**config.mk**
```make
export PLATFORM = sky130hd
export DESIGN_NAME = mem_arbiter
export DESIGN_NICKNAME = d
export VERILOG_FILES = /design/src/rtl/mem_arbiter.sv
export SDC_FILE = /design/constraint.sdc
export NUM_CORES = 1
export LEC_CHECK = 0
export CORE_MARGIN = 3
export CORE_UTILIZATION = 35
export DETAILED_ROUTE_END_ITERATION = 10
export PLACE_DENSITY_LB_ADDON = 0.08
export SETUP_SLACK_MARGIN = 0.4
export SLEW_MARGIN = 15
export SYNTH_ARGS = -nofsm -noshare
export SYNTH_HDL_FRONTEND = slang
export SYNTH_SLANG_ARGS = --single-unit
```
**constraint.sdc**
```tcl
create_clock -name clk -period 5.13 [get_ports clk]
set_clock_uncertainty 0.2 [all_clocks]
set_input_delay 0.513 -clock clk [delete_from_list [all_inputs] [get_ports clk]]
set_output_delay 0.513 -clock clk [all_outputs]
set_load 0.02 [all_outputs]
```
**src/rtl/mem_arbiter.sv**
```systemverilog
// Two-port round-robin arbiter in front of a single data memory: IDLE -> ACCESS -> RESP per transfer.
// Define MEM_ARB_FIXED_PRIO_EN to make port 0 win every tie and drop the last-served pointer.
module mem_arbiter (
  input  logic        clk,
  input  logic        rst,
  input  logic        p0_req,
  input  logic        p0_we,
  input  logic [2:0]  p0_func3,
  input  logic [31:0] p0_addr,
  input  logic [31:0] p0_wdata,
  output logic [31:0] p0_rdata,
  output logic        p0_ack,
  input  logic        p1_req,
  input  logic        p1_we,
  input  logic [2:0]  p1_func3,
  input  logic [31:0] p1_addr,
  input  logic [31:0] p1_wdata,
  output logic [31:0] p1_rdata,
  output logic        p1_ack,
  output logic        mem_read,
  output logic        mem_write,
  output logic [31:0] mem_addr,
  output logic [2:0]  mem_func3,
  output logic [31:0] mem_wdata,
  input  logic [31:0] mem_rdata,
  output logic        busy
);

  typedef enum logic [1:0] {IDLE, ACCESS, RESP} state_t;

  state_t      state, state_next;
  logic        win_id;
  logic        lat_we;
  logic [2:0]  lat_func3;
  logic [31:0] lat_addr;
  logic [31:0] lat_wdata;
  logic        any_req;
  logic        grant1;
  logic        start;

  assign any_req = p0_req | p1_req;
  assign start   = (state == IDLE) && any_req;

`ifdef MEM_ARB_FIXED_PRIO_EN
  assign grant1 = p1_req & ~p0_req;
`else
  // last_served names the port granted most recently; the other port wins a tie
  logic last_served;

  assign grant1 = p1_req & (~p0_req | ~last_served);

  always_ff @(posedge clk or posedge rst) begin
    if (rst)
      last_served <= 1'b1;
    else if (start)
      last_served <= grant1;
  end
`endif

  always_ff @(posedge clk or posedge rst) begin
    if (rst)
      state <= IDLE;
    else
      state <= state_next;
  end

  always_comb begin
    state_next = state;
    unique case (state)
      IDLE:    if (any_req) state_next = ACCESS;
      ACCESS:  state_next = RESP;
      RESP:    state_next = IDLE;
      default: state_next = IDLE;
    endcase
  end

  always_ff @(posedge clk or posedge rst) begin
    if (rst) begin
      win_id    <= 1'b0;
      lat_we    <= 1'b0;
      lat_func3 <= 3'b000;
      lat_addr  <= 32'h0;
      lat_wdata <= 32'h0;
    end else if (start) begin
      win_id    <= grant1;
      lat_we    <= grant1 ? p1_we    : p0_we;
      lat_func3 <= grant1 ? p1_func3 : p0_func3;
      lat_addr  <= grant1 ? p1_addr  : p0_addr;
      lat_wdata <= grant1 ? p1_wdata : p0_wdata;
    end
  end

  // Load data is captured on the edge that closes ACCESS; stores leave rdata alone
  always_ff @(posedge clk or posedge rst) begin
    if (rst) begin
      p0_rdata <= 32'h0;
      p1_rdata <= 32'h0;
    end else if (state == ACCESS && !lat_we) begin
      if (win_id)
        p1_rdata <= mem_rdata;
      else
        p0_rdata <= mem_rdata;
    end
  end

  always_comb begin
    mem_read  = 1'b0;
    mem_write = 1'b0;
    p0_ack    = 1'b0;
    p1_ack    = 1'b0;
    busy      = (state != IDLE);
    if (state == ACCESS) begin
      mem_read  = ~lat_we;
      mem_write = lat_we;
    end
    if (state == RESP) begin
      p0_ack = ~win_id;
      p1_ack = win_id;
    end
  end

  assign mem_addr  = lat_addr;
  assign mem_func3 = lat_func3;
  assign mem_wdata = lat_wdata;

endmodule

```
# Yosys cells after proc, flatten, opt, wreduce, memory -nomap -nowiden
# Index checks and enable logic that the tools add are counted.
# word_totals
ff_bits	136
input_bits	172
out_inout_bits	136
wordCells	36
# op_classes
eq_ne	3
muxes	10
bitwise	7
reduce_logical	7
# op_table
op	count
32-bit two-way mux	2
1-bit two-way mux	5
1-bit NOT	4
2-bit one-hot mux with 2 select lines	1
2-bit AND reduction	2
3-bit two-way mux	1
2-bit by 1-bit equality test with 1-bit output (second input constant)	1
2-bit equality test (second input constant)	1
1-bit logical AND	2
2-bit zero test	1
2-bit two-way mux	1
2-bit != test (second input constant)	1
1-bit OR	2
2-bit nonzero test	1
1-bit AND	1
1-bit zero test	1

# Logic depth before layout (Yosys ltp)
# logic_depth
word_depth	4
depth_mapped	6
depth_no_buf	3

# Worst setup path after synthesis
# OpenSTA, ideal clock, no wires.
# synth_timing
path_kind	register to register
startpoint	register state[1]
endpoint	register p1_rdata[10]
setup_ns	0.125
arrival_time_ns	1.558
path_slack_ns	3.247
stages_incl_launch_ff	6
cell_sequence	dfrtp_1 -> nor3b_2 -> and2_1 -> buf_4 -> buf_6 -> mux2_2
# synth_between
elab_chain_len	3
# synth_rtl
element	line_no	text
from (decl)	31	state_t state, state_next;
from (signal assigned)	64	state <= state_next;
2-bit by 1-bit equality test with 1-bit output	98	end else if (state == ACCESS && !lat_we) begin
1-bit logical AND	98	
2-bit AND reduction (no line)	--	
to (signal assigned)	100	p1_rdata <= mem_rdata;
to (decl)	18	output logic [31:0] p1_rdata,
# Every way passes these cells.
# A chain may end at the register's enable or synchronous reset.

# Worst setup path in the final report
# layout_timing
startpoint	register state[1]
endpoint	output port busy
# layout_between
elab_chain_len	1
# layout_rtl
element	line_no	text
2-bit nonzero test	111	busy = (state != IDLE);
to (decl)	26	output logic busy
# Every way passes these cells.

==> summary.md <==
| Metric | Value |
|---|---|
| Avg WL per Cell | `slightly below 20 um` |
| WP data arrival | `between 2000 and 3000 ps` |
| CTS Buf Count | `17` |
| Max Slew Vio Count | `0` |
| Vias in the first global route | `5311` |
| ANT cells | `0` |
| Tot Pwr | `6405 uW` |
| CTS tree | `yes` |
| Register bit count reported by yosys | `between 100 and 150` |
| Capture point of the critical path | `busy` |
| Syn Std Cell Area | `0.005949 mm2` |
| Reg-to-Reg Start | `state[0]` |
| DP HPWL | `~13000 um` |
| First-pass GRT wire length | `29330 um` |
| R2R Path End | `win_id` |
| Initial antenna violation count | `0` |
| Syn avg cell area | `12.82 um2` |
| Post-synthesis cell count | `between 400 and 500` |
| Reg2reg path depth | `3` |
| All-Layer GR Usage | `0.2050` |
| Core Area | `0.01658 mm2` |
| Actual slew at the worst max-slew pin | `1052 ps` |
| Maximum clock rate | `0.2893 GHz` |
| Std cell rows | `47` |
| CTS Root Cell | `clkbuf_16` |
| Total Nets Final | `924` |
| Run status | `finished clean` |
| Final Non-Filler Cells | `985` |
| Commonest non-fill, non-tap cell in the layout | `clkdlybuf4s50_1` |
| Slew margin rel. | `0.2985` |
| Die area | `0.01860 mm2` |
| Final TNS setup | `0 ps` |
| Util after Layout | `0.5837` |
| Crit. path cell count | `3` |
| Critical path peak fanout | `41` |
| Worst path required time | `about 4400 ps` |
| Worst hold path class | `flip-flop to flip-flop` |
| Initial Utilization | `0.3588` |
| Critical path cell sequence | `or2_2, buf_4, clkdlybuf4s50_1` |
| RSZ-0062 raised after global routing | `no` |
| CP max stage delay | `~740 ps` |
| Hold_sp | `p1_rdata[31]` |
| Largest net degree at the start of global routing | `72` |
| Bufs and invs on worst path | `2` |
| Antenna Nets Post-Route | `0` |
| Post-CTS setup buffer count | `0` |
| WHS | `between 200 and 300 ps` |
| Cell family with most CP delay | `buffers and inverters` |
| # IOs | `308` |
| Share of cells above drive strength 1 | `0.1451` |
| Die height | `136.4 um` |
| Worst Setup End Kind | `output port` |
| Max H-tree Level | `4` |
| Final Cycle Share | `0.6738` |
| Resized Gates After CTS | `0` |
| Yosys Warn Count | `0` |
| Peak VDD IR | `0.4035 mV` |
| CTS hold repair buffers | `0` |
| Pleak | `roughly 0.004 uW` |
| Drt initial violations | `202` |
| Setup CP Type | `flip-flop to output port` |
| Fin crit period | `roughly 3500 ps` |
| Max Root-Sink Buffers | `2` |
| Area Overhead vs Synth | `62.69%` |
| Die X | `136.4 um` |
| # port buffers | `307` |
| Clock transition at the registers of the reported paths | `roughly 60 ps` |
| Flop2flop setup slack | `2400 ps` |
| Register area share after synthesis | `0.5722` |
| Power per Cell Area | `661.7 mW/mm2` |
| Slowest CP cell | `or2_2` |
| TritonRoute pass-1 iters | `4` |
| Finish-stage setup viols | `0` |
| Netlist cell types | `25` |
| GP Congestion | `just under 0.8` |
| Critical Path Source | `state[1]` |
| Most frequent cells in the layout | `clkdlybuf4s50_1, dfrtp_1, nand2_1, a2bb2oi_1, a211oi_1` |
| Sink Count | `between 100 and 150` |
| DRC Markers | `0` |
| Final hold viol count | `0` |
| Final WL | `19130 um` |
| Startpoint Class | `flip-flop` |
| Vias per inst | `5.123` |
| Cell count after placement | `approximately 950` |
| Clk_lat worst skew | `a little over 400 ps` |
| GR Overflow Total | `0` |
| Post-Syn Nets | `~640` |
| Via count | `about 5000` |
| Max_cap viols | `0` |
how the worst min path moves through the flow:
| stage | end | cells past startpoint |
|---|---|---|
| 2_1_floorplan | state[1] | 1 |
| 3_3_place_gp | p1_rdata[20] | 1 |
| 3_5_place_dp | p1_rdata[9] | 1 |
| 4_1_cts | p1_rdata[9] | 1 |
| 5_1_grt | p1_rdata[9] | 1 |
| 6_report | p1_rdata[31] | 1 |
flip-flops by register name, indices dropped and copies added, names as in the netlist:
register	count
mem_addr	32
mem_wdata	32
p0_rdata	32
p1_rdata	32
mem_func3	3
state	2
last_served	1
lat_we	1
win_id	1
logic make-up (layout without fill, tap and decap cells):
family | count (synthesis) | count (layout) | share of synthesized area
AO/OA/AOI/OAI | 138 | 138 | 0.1979
flip-flops | 136 | 136 | 0.5722
AND/OR/NAND/NOR | 78 | 78 | 0.05847
buffers and inverters | 46 | 347 | 0.04648
multiplexers | 66 | 66 | 0.1249
cell usage after synthesis, drive strengths merged:
master     n  share of area
dfstp      1         0.0044
and3b      1         0.0015
a21bo      1         0.0017
clkbuf    13         0.0082
nor2       2         0.0053
mux2      66           0.12
buf       32          0.038
nor2b      1         0.0011
or2        1         0.0011
a2bb2oi   68           0.10
nand2     68          0.043
and2b      1         0.0013
a21boi     1         0.0019
nor3b      2         0.0034
a211oi    68          0.094
and2       2         0.0021
dfrtp    135           0.57
inv        1        0.00063
per-stage QoR:
stage / area [um2] / setup WS (ps)
2_1_floorplan: 5949 / 779.2
3_3_place_gp: 9089 / 2109
3_5_place_dp: 9089 / 2094
4_1_cts: 9679 / 1630
5_1_grt: 9679 / 1498
6_report: 9679 / 1673
report_power, final:
group          leakage [uW]  total, uW  switching, uW  internal [uW]
logic               0.00203       3270           1570           1700
registers           0.00158       1930            303           1620
clock network      0.000285       1210            455            753
per-layer routing:
| layer | part of all wire | up-vias | global-route usage |
|---|---|---|---|
| met5 | 0 | - | 0 |
| li1 | - | 2312 | - |
| met4 | 0.026 | 0 | 0.08455 |
| met3 | 0.089 | 34 | 0.06477 |
| met2 | 0.49 | 235 | 0.3376 |
| met1 | 0.39 | 2465 | 0.2493 |
final cells by class:
class / instances / area, um2
well taps: 220 / 275.3
repair buffers: 314 / 3126
multi-input cells: 282 / 2277
fillers: 1400 / 6904
flip-flops and latches: 136 / 3405
clock buffers: 21 / 470.5
inverters: 1 / 6.256
clock inverters: 11 / 120.1
No activity file was read; power rests on OpenSTA's default activity.
